<file path="config.mk">
export PLATFORM = sky130hd
export DESIGN_NAME = logic_unit_arbiter_flat
export DESIGN_NICKNAME = d
export VERILOG_FILES = /design/src/rtl/logic_pkg.sv /design/src/rtl/logic_unit_arbiter_if.sv /design/src/rtl/logic_op_core.sv /design/src/rtl/logic_unit_arbiter.sv /design/src/flat_wrapper.sv
export SDC_FILE = /design/constraint.sdc
export NUM_CORES = 1
export LEC_CHECK = 0
export ABC_CLOCK_PERIOD_IN_PS = 3900
export CORE_ASPECT_RATIO = 1.5
export CORE_MARGIN = 2
export CORE_UTILIZATION = 52
export CTS_BUF_LIST = sky130_fd_sc_hd__clkbuf_4 sky130_fd_sc_hd__clkbuf_8
export DETAILED_ROUTE_END_ITERATION = 10
export PLACE_DENSITY = 0.95
export SETUP_SLACK_MARGIN = 0.15
export SLEW_MARGIN = 20
export SYNTH_ARGS = -nofsm -noshare
export SYNTH_HDL_FRONTEND = slang
export SYNTH_SLANG_ARGS = --single-unit
</file>
<file path="constraint.sdc">
create_clock -name clk -period 3.9 [get_ports clk]
set_input_delay 0.78 -clock clk [delete_from_list [all_inputs] [get_ports clk]]
set_output_delay 0.78 -clock clk [all_outputs]
set_load 0.005 [all_outputs]
</file>
<file path="src/rtl/logic_pkg.sv">
// Shared definitions for the bitwise logic datapath: opcode encoding and requester ID width.
package logic_pkg;

    localparam int unsigned OP_W = 3;
    localparam int unsigned ID_W = 1;

    typedef logic [OP_W-1:0] logic_op_t;

    localparam logic_op_t OP_AND  = 3'b000;
    localparam logic_op_t OP_OR   = 3'b001;
    localparam logic_op_t OP_XOR  = 3'b010;
    localparam logic_op_t OP_NAND = 3'b011;
    localparam logic_op_t OP_NOR  = 3'b100;
    localparam logic_op_t OP_XNOR = 3'b101;
    localparam logic_op_t OP_NOTA = 3'b110;
    localparam logic_op_t OP_NOTB = 3'b111;

endpackage

</file>
<file path="src/rtl/logic_unit_arbiter_if.sv">
// Issue-side request channels and writeback-side result channel of the shared logic unit.
interface logic_unit_arbiter_if
    import logic_pkg::*;
#(
    parameter int unsigned WIDTH = 32,
    parameter int unsigned CNT_W = 16
);
    logic [1:0]       req_valid;
    logic [1:0]       req_ready;
    logic_op_t        req_op0;
    logic [WIDTH-1:0] req_a0;
    logic [WIDTH-1:0] req_b0;
    logic_op_t        req_op1;
    logic [WIDTH-1:0] req_a1;
    logic [WIDTH-1:0] req_b1;
    logic             out_valid;
    logic             out_ready;
    logic [WIDTH-1:0] out_data;
    logic [ID_W-1:0]  out_id;
    logic_op_t        out_op;
    logic [CNT_W-1:0] done_count;

    modport master (
        output req_valid, req_op0, req_a0, req_b0, req_op1, req_a1, req_b1, out_ready,
        input  req_ready, out_valid, out_data, out_id, out_op, done_count
    );

    modport slave (
        input  req_valid, req_op0, req_a0, req_b0, req_op1, req_a1, req_b1, out_ready,
        output req_ready, out_valid, out_data, out_id, out_op, done_count
    );
endinterface

</file>
<file path="src/rtl/logic_op_core.sv">
// Purely combinational 8-way bitwise function select; reusable by any execution unit.
module logic_op_core
    import logic_pkg::*;
#(
    parameter int unsigned WIDTH = 32
) (
    input  logic_op_t        op_i,
    input  logic [WIDTH-1:0] a_i,
    input  logic [WIDTH-1:0] b_i,
    output logic [WIDTH-1:0] y_o
);

    always_comb begin
        y_o = '0;
        case (op_i)
            OP_AND:  y_o = a_i & b_i;
            OP_OR:   y_o = a_i | b_i;
            OP_XOR:  y_o = a_i ^ b_i;
            OP_NAND: y_o = ~(a_i & b_i);
            OP_NOR:  y_o = ~(a_i | b_i);
            OP_XNOR: y_o = ~(a_i ^ b_i);
            OP_NOTA: y_o = ~a_i;
            OP_NOTB: y_o = ~b_i;
            default: y_o = '0;
        endcase
    end

endmodule

</file>
<file path="src/rtl/logic_unit_arbiter.sv">
// Round-robin share of one logic datapath between two issue ports, with a single-slot
// registered result stage and a count of results consumed by writeback.
module logic_unit_arbiter
    import logic_pkg::*;
#(
    parameter int unsigned WIDTH = 32,
    parameter int unsigned CNT_W = 16
) (
    input  logic                 clk,
    input  logic                 rst,
    logic_unit_arbiter_if.slave  bus
);

    logic             out_valid_q, out_valid_d;
    logic [WIDTH-1:0] out_data_q,  out_data_d;
    logic [ID_W-1:0]  out_id_q,    out_id_d;
    logic_op_t        out_op_q,    out_op_d;
    logic [CNT_W-1:0] done_q,      done_d;
    logic             prio_q,      prio_d;

    logic             can_accept;
    logic             accept;
    logic [1:0]       grant;
    logic [1:0]       ready;
    logic [ID_W-1:0]  acc_id;
    logic_op_t        sel_op;
    logic [WIDTH-1:0] sel_a;
    logic [WIDTH-1:0] sel_b;
    logic [WIDTH-1:0] core_y;

    // Grant: a lone requester always wins; on contention prio picks the winner.
    always_comb begin
        grant = bus.req_valid;
        if (bus.req_valid == 2'b11) begin
            grant = prio_q ? 2'b10 : 2'b01;
        end
        can_accept = ~out_valid_q | bus.out_ready;
        ready      = grant & {2{can_accept & ~rst}};
        accept     = |ready;
        acc_id     = ready[1];
        sel_op     = acc_id[0] ? bus.req_op1 : bus.req_op0;
        sel_a      = acc_id[0] ? bus.req_a1  : bus.req_a0;
        sel_b      = acc_id[0] ? bus.req_b1  : bus.req_b0;
    end

    logic_op_core #(.WIDTH(WIDTH)) u_core (
        .op_i (sel_op),
        .a_i  (sel_a),
        .b_i  (sel_b),
        .y_o  (core_y)
    );

    // Next state: drain clears the slot unless a same-cycle accept refills it.
    always_comb begin
        out_valid_d = out_valid_q & ~bus.out_ready;
        out_data_d  = out_data_q;
        out_id_d    = out_id_q;
        out_op_d    = out_op_q;
        done_d      = done_q;
        prio_d      = prio_q;
        if (out_valid_q && bus.out_ready) begin
            done_d = done_q + CNT_W'(1);
        end
        if (accept) begin
            out_valid_d = 1'b1;
            out_data_d  = core_y;
            out_id_d    = acc_id;
            out_op_d    = sel_op;
            prio_d      = ~acc_id[0];
        end
    end

    always_ff @(posedge clk) begin
        if (rst) begin
            out_valid_q <= 1'b0;
            out_data_q  <= '0;
            out_id_q    <= '0;
            out_op_q    <= OP_AND;
            done_q      <= '0;
            prio_q      <= 1'b0;
        end else begin
            out_valid_q <= out_valid_d;
            out_data_q  <= out_data_d;
            out_id_q    <= out_id_d;
            out_op_q    <= out_op_d;
            done_q      <= done_d;
            prio_q      <= prio_d;
        end
    end

    assign bus.req_ready  = ready;
    assign bus.out_valid  = out_valid_q;
    assign bus.out_data   = out_data_q;
    assign bus.out_id     = out_id_q;
    assign bus.out_op     = out_op_q;
    assign bus.done_count = done_q;

endmodule

</file>
<file path="src/flat_wrapper.sv">
// flat-port wrapper written by rule: the top's interface ports become plain ports
module logic_unit_arbiter_flat import logic_pkg::*;
#(
    parameter int unsigned WIDTH = 32,
    parameter int unsigned CNT_W = 16
)
  (clk, rst, bus_req_valid, bus_req_op0, bus_req_a0, bus_req_b0, bus_req_op1, bus_req_a1, bus_req_b1, bus_out_ready, bus_req_ready, bus_out_valid, bus_out_data, bus_out_id, bus_out_op, bus_done_count);
  logic_unit_arbiter_if #(.WIDTH(WIDTH), .CNT_W(CNT_W)) bus_i ();
  input  logic clk;
  input  logic rst;
  input wire logic [$bits(bus_i.req_valid)-1:0] bus_req_valid;
  input wire logic [$bits(bus_i.req_op0)-1:0] bus_req_op0;
  input wire logic [$bits(bus_i.req_a0)-1:0] bus_req_a0;
  input wire logic [$bits(bus_i.req_b0)-1:0] bus_req_b0;
  input wire logic [$bits(bus_i.req_op1)-1:0] bus_req_op1;
  input wire logic [$bits(bus_i.req_a1)-1:0] bus_req_a1;
  input wire logic [$bits(bus_i.req_b1)-1:0] bus_req_b1;
  input wire logic [$bits(bus_i.out_ready)-1:0] bus_out_ready;
  output wire logic [$bits(bus_i.req_ready)-1:0] bus_req_ready;
  output wire logic [$bits(bus_i.out_valid)-1:0] bus_out_valid;
  output wire logic [$bits(bus_i.out_data)-1:0] bus_out_data;
  output wire logic [$bits(bus_i.out_id)-1:0] bus_out_id;
  output wire logic [$bits(bus_i.out_op)-1:0] bus_out_op;
  output wire logic [$bits(bus_i.done_count)-1:0] bus_done_count;
  assign bus_i.req_valid = bus_req_valid;
  assign bus_i.req_op0 = bus_req_op0;
  assign bus_i.req_a0 = bus_req_a0;
  assign bus_i.req_b0 = bus_req_b0;
  assign bus_i.req_op1 = bus_req_op1;
  assign bus_i.req_a1 = bus_req_a1;
  assign bus_i.req_b1 = bus_req_b1;
  assign bus_i.out_ready = bus_out_ready;
  assign bus_req_ready = bus_i.req_ready;
  assign bus_out_valid = bus_i.out_valid;
  assign bus_out_data = bus_i.out_data;
  assign bus_out_id = bus_i.out_id;
  assign bus_out_op = bus_i.out_op;
  assign bus_done_count = bus_i.done_count;
  logic_unit_arbiter #(.WIDTH(WIDTH), .CNT_W(CNT_W)) u_core (.clk(clk), .rst(rst), .bus(bus_i));
endmodule
</file>
Word level (Yosys, flattened, before mapping)
Index checks and enable logic that the tools add are counted.
Cells by class
  equal/unequal tests: 8
  bitwise logic cells: 16
  add/sub/neg operators: 1
  multiplexer cells: 7
  reductions and logical operators: 3
Operator list (count)
  32-bit case mux with 8 select lines: 1
  32-bit NOT: 5
  32-bit two-way mux: 2
  32-bit AND: 1
  32-bit OR: 1
  32-bit XOR: 1
  16-bit by 1-bit adder with 16-bit output (second input constant): 1
  3-bit equality test (second input constant): 4
  3-bit by 2-bit equality test with 1-bit output (second input constant): 2
  2-bit two-way mux: 2
  1-bit NOT: 4
  3-bit by 1-bit equality test with 1-bit output (second input constant): 1
  3-bit zero test: 1
  3-bit two-way mux: 1
  1-bit AND: 2
  2-bit AND: 1
  2-bit equality test (second input constant): 1
  2-bit OR reduction: 1
  1-bit logical AND: 1
  1-bit two-way mux: 1
  1-bit OR: 1
Word-level totals
  register bits: 54
  input port bits: 139
  word-level logic and storage cells: 41
  output and inout port bits: 55

Depth between registers and ports, before layout
Gate-level depths: netlist of the first run.
  depth after elaboration: 8
  gate-level depth with buffers: 15
  gate-level depth less buffers: 12

Hierarchy
A second synthesis of the first run with hierarchy kept.
Unflattened totals
  cells, all modules: 775
  area, all modules: 6297.3 sq um
By module, submodules not included
  logic_op_core: area an instance 3248.1 sq um, sequential area each 0.0 sq um, times used 1, cells an instance 449
  logic_unit_arbiter: area an instance 3049.2 sq um, sequential area each 1081.0 sq um, times used 1, cells an instance 326

Least setup slack after synthesis of the first run
Ideal clock, no wire load.
  path kind: input to register
  from: input rst
  to: register u_core.out_data_q[4] (netlist: u_core.bus.out_data[4])
  arrival time: 3333 ps
  setup slack: 475 ps
  required time: 3808 ps
  library setup time: 92 ps
  buffers on the path: 4
  stages: 12
  cells stage by stage: clkbuf_1 or4_1 buf_2 buf_2 buf_2 mux2i_1 inv_1 ha_1 mux4_2 mux2i_1 nor2_1 o32ai_1
Between the ends
  word-level cells in the longest chain between the ends: 7
Ends and longest elaborated chain
  start, declared: RTL line flat_wrapper.sv:10  | input logic rst;
  1-bit NOT: RTL line logic_unit_arbiter.sv:38  | ready = grant & {2{can_accept & ~rst}};
  1-bit AND: RTL line logic_unit_arbiter.sv:38
  2-bit AND: RTL line logic_unit_arbiter.sv:38
  32-bit two-way mux, on equally long branches: RTL line logic_unit_arbiter.sv:42, logic_unit_arbiter.sv:43
  32-bit XOR, or another cell as far along: RTL line logic_op_core.sv:18, logic_op_core.sv:21
  32-bit NOT, on equally long branches: RTL line logic_op_core.sv:21, logic_op_core.sv:19, logic_op_core.sv:20
  32-bit case mux with 8 select lines: RTL line logic_op_core.sv:15  | case (op_i)
  end signal, assigned: RTL line logic_unit_arbiter.sv:83  | out_data_q <= out_data_d;
  end, declared: RTL line logic_unit_arbiter.sv:15  | logic [WIDTH-1:0] out_data_q, out_data_d;
Parallel ways exist; a longest one is shown, timed or not.
A chain may end at the register's enable or synchronous reset.

Final worst setup path of the first run
  from: input bus_out_ready
  to: output bus_req_ready[0]
Between the ends
  word-level cells in the longest chain between the ends: 3
Ends and longest elaborated chain
  start, declared: RTL line flat_wrapper.sv:18  | input wire logic [$bits(bus_i.out_ready)-1:0] bus_out_ready;
  1-bit OR: RTL line logic_unit_arbiter.sv:37  | can_accept = ~out_valid_q | bus.out_ready;
  1-bit AND: RTL line logic_unit_arbiter.sv:38
  2-bit AND: RTL line logic_unit_arbiter.sv:38
  end, declared: RTL line flat_wrapper.sv:19  | output wire logic [$bits(bus_i.req_ready)-1:0] bus_req_ready;
No other way between the ends.

==> results of run 1 <==
[metal layers]
| metal | routed length, um | vias to the layer above |
|---|---|---|
| li1 | - | 3962 |
| met1 | 9160 | 4073 |
| met2 | 13000 | 609 |
| met3 | 2310 | 175 |
| met4 | 1770 | 0 |
| met5 | 0 | - |
[flip-flops by register name (all words and copies together), names as in the netlist]
signal,flops
u_core.bus.out_data,32
u_core.bus.done_count,16
u_core.bus.out_op,3
u_core.bus.out_id,1
u_core.bus.out_valid,1
u_core.prio_q,1
[worst max-delay path by stage]
stage                                    to  slack [ns]  cells after the start          start
CTS                        bus_req_ready[0]        0.23                      7  bus_out_ready
floorplan            u_core.bus.out_data[4]        0.47                     12            rst
global route               bus_req_ready[0]        0.16                      7  bus_out_ready
detailed placement  u_core.bus.out_data[16]       0.009                     11  bus_out_ready
finish                     bus_req_ready[0]        0.25                      7  bus_out_ready
global placement    u_core.bus.out_data[27]        0.15                     11  bus_out_ready
[where the power goes]
part           internal, mW  switching (mW)  leakage (nW)
sequential            0.605          0.0428         0.447
combinational         0.609           0.565          3.88
clock                 0.147           0.222        0.0478
total                  1.36           0.829          4.37
[final cells by class]
class,instances,share of cell area [%]
inverter,102,3.81
sequential,54,10.7
timing repair buffer,222,22.1
clock buffer,6,0.821
clock inverter,2,0.162
tap,196,2.44
multi-input combinational,796,59.9
[cell usage after synthesis (2+ instances only)]
cell	number
mux2i_1	101
xor2_1	9
buf_1	3
o21ai_0	108
ha_1	63
dfxtp_1	54
xnor2_1	6
a21boi_0	2
clkbuf_1	42
clkinv_1	2
buf_6	2
nor4_1	2
and3_1	3
buf_2	33
o22ai_1	3
mux4_2	36
o2111ai_1	4
a211oi_1	3
inv_1	96
o21ai_1	13
a21oi_1	8
and2_1	5
a31oi_1	3
o32ai_1	5
nand2b_1	3
nor2_1	45
a311oi_1	2
nand2_1	156
a2bb2oi_1	50
nor3_1	4
nor3b_1	3
nand3_1	6
o21a_1	26
o221ai_1	2
nor2b_1	54
nand4_1	25
o211ai_1	29
inv_2	4
and4_1	2
[cell families after synthesis]
group,Yosys count
compound gates,264
buf+inv,182
flops,54
fa+ha+maj,63
xor+xnor,15
mux,137
simple gates,317
[stage by stage]
stage | instance area, sq um | util, %
2_1_floorplan | 7790 | -
3_3_place_gp | 9920 | 68.0
3_5_place_dp | 9950 | 68.2
4_1_cts | 10100 | 68.9
5_1_grt | 10100 | 68.9
6_report | 10100 | 68.9
[worst register-to-register path, delay by kind of cell (launching register included)]
kind | cells | cell delay, ns
muxes | 3 | 0.89
and+or+nand+nor | 3 | 0.82
DFF | 1 | 0.37
adders and majority gates | 1 | 0.31
buffers and inverters | 2 | 0.30
AOI/OAI and AO/OA | 1 | 0.25
==> flow_summary_export.csv, run 1 <==
group,metric,value,unit
worst_setup_path,crit_slowest_cell,"clkdlybuf4s50_1",
sta,tightest_slew,0.790,ns
sta,finalCritPeriodShare,93.5,%
final_layout,fillers,1112,
global_route,grt_pass1_wl,42200,um
worst_setup_path,crit_type,"in -> out",
sta,rsz0062_at_grt,"false",
global_route,grtUsageMet1,34.0,%
power_and_ir_drop,p_per_area,218,mW/mm^2
sta,relSlewSlack,47.3,%
yosys,synth_nets,1234,
worst_setup_path,cp_top_family,"buffers and inverters",
sta,min_period,3.65,ns
floorplan,start_util,53.4,%
yosys,synth-seq-cells,54,
floorplan,die_area,0.0160,sq mm
run,maxCapViolCount,0,
yosys,syn_area,0.00779,sq mm
route,drt-total-wl,26300,um
route,vias,8819,
yosys,synth-main-ff-cell,"dfxtp_1",
place,dpl_worst_slack,0.00900,ns
yosys,synth_mux_area_share,23.4,%
worst_hold_path,holdPathEnd,"u_core.prio_q",
worst_hold_path,holdCritPathClass,"reg -> reg",
global_route,grtUsageTotal,31.9,%
worst_setup_path,reg2reg_slack,0.87,ns
route,viasPerCell,6.40,
route,drtIter0Drc,709,
clock_tree,cts_root_buffer,"clkbuf_8",
floorplan,die_w,104,um
final_layout,drive_gt1_share,7.95,%
worst_setup_path,crit_top_cell,"clkdlybuf4s50_1",
floorplan,num_rows,54,
sta,finalHoldViolCount,0,
clock_tree,cts-resized-gates,1,
floorplan,pin_count,194,
final_layout,nNetsFinal,1383,
yosys,synthSimpleGateAreaFrac,19.1,%
worst_setup_path,required,3.12,ns
worst_setup_path,cpPeakStageDelay,0.56,ns
final_layout,syn2layout_area_growth,29.1,%
yosys,synth-seq-area-share,13.9,%
worst_hold_path,min_delay_path_depth,1,
worst_setup_path,timing.rr.start,"u_core.bus.out_valid",
route,ant_nets,0,
place,post-dp-hpwl,18800,um
yosys,yosys-top-cells-area,"dfxtp_1, mux2i_1, mux4_2, ha_1, nand2_1",
worst_hold_path,holdCritStartpoint,"u_core.prio_q",
clock_tree,clock_latency,0.34,ns
sta,finClkSkew,0.0209,ns
sta,fmax,0.274,GHz
sta,finalSetupViolations,0,
yosys,synth_top_area_cell,"dfxtp_1",
yosys,yosysWarnings,0,
final_layout,area.sequential,0.00108,sq mm
global_route,grt_max_degree,50,
worst_setup_path,crit_buf_inv,4,
yosys,synth_xor_area_share,1.69,%
place,gp_congestion,0.906,
sta,timing.hold.ws,0.509,ns
clock_tree,cts.clk_slew.worst_paths,0.10,ns
worst_setup_path,rr_worst_depth,10,
floorplan,core_area,0.0146,sq mm
route,drc,0,
worst_setup_path,startpoint_type,"input pin",
clock_tree,numCtsBuffers,5,
sta,setup_ws,0.253,ns
yosys,synth-compound-area-share,22.3,%
global_route,grt_pass1_vias,9098,
global_route,overflow,0,
yosys,synth.distinct_cells,54,
route,avgRoutedWirePerCell,19.1,um
global_route,busiest_layer,"met2",
final_layout,multi_input_area,0.00603,sq mm
final_layout,layout.cells.non_filler,1378,
worst_setup_path,worst_setup_path_end_kind,"primary output",
yosys,synth-edff-count,0,
yosys,synthCells,1032,
yosys,synth_top_family_by_area,"multiplexers",
worst_setup_path,regToRegEndpoint,"u_core.bus.out_data[3]",
clock_tree,clk_path_buf_depth,2,
status,outcome,"finished, final reports clean",
final_layout,final_cell_mix,"clkdlybuf4s50_1, nand2_1, o21ai_0, mux2i_1, inv_1",
global_route,grt_antenna_before_repair,0,
clock_tree,post_cts_buffers,0,
route,dr.pass1.iters,5,
yosys,async_reset_ff_share,0,%
worst_setup_path,worstPathArrival,2.87,ns
floorplan,die_h,154,um
worst_setup_path,crit_chain,"clkdlybuf4s50_1 -> nor2b_2 -> or4_4 -> buf_8 -> nand2_2 -> inv_2 -> clkdlybuf4s50_1",
sta,fin_tns_setup,0,ns
yosys,avgSynthCellArea,7.55,sq um
power_and_ir_drop,p_leak,4.37,nW
clock_tree,cts_tree,"done",
place,dp.cells,1370,
clock_tree,cts_sinks,54,
final_layout,layout_commonest_cell,"clkdlybuf4s50_1",
place,portBuffers,193,
global_route,met3_usage,4.03,%
power_and_ir_drop,irDropWorstVdd,0.000141,V
yosys,synth_adder_area_share,10.1,%
worst_setup_path,worst-path-max-fanout,49,
global_route,use_met2,57.0,%
final_layout,n_antenna_cell,0,
power_and_ir_drop,fin_total_pwr,2.19,mW
clock_tree,htreeDepth,2,
clock_tree,cts_hold_buf,0,
yosys,synth_top_area_share,13.9,%
sta,slew_viol_final,0,
No activity file was read; power rests on OpenSTA's default activity.
==> run 2, diff against run 1 <==
CAP_MARGIN = 0   (was not set)
==> results of run 2 <==
Final layout, timing and power as in run 1 (identical DEF).
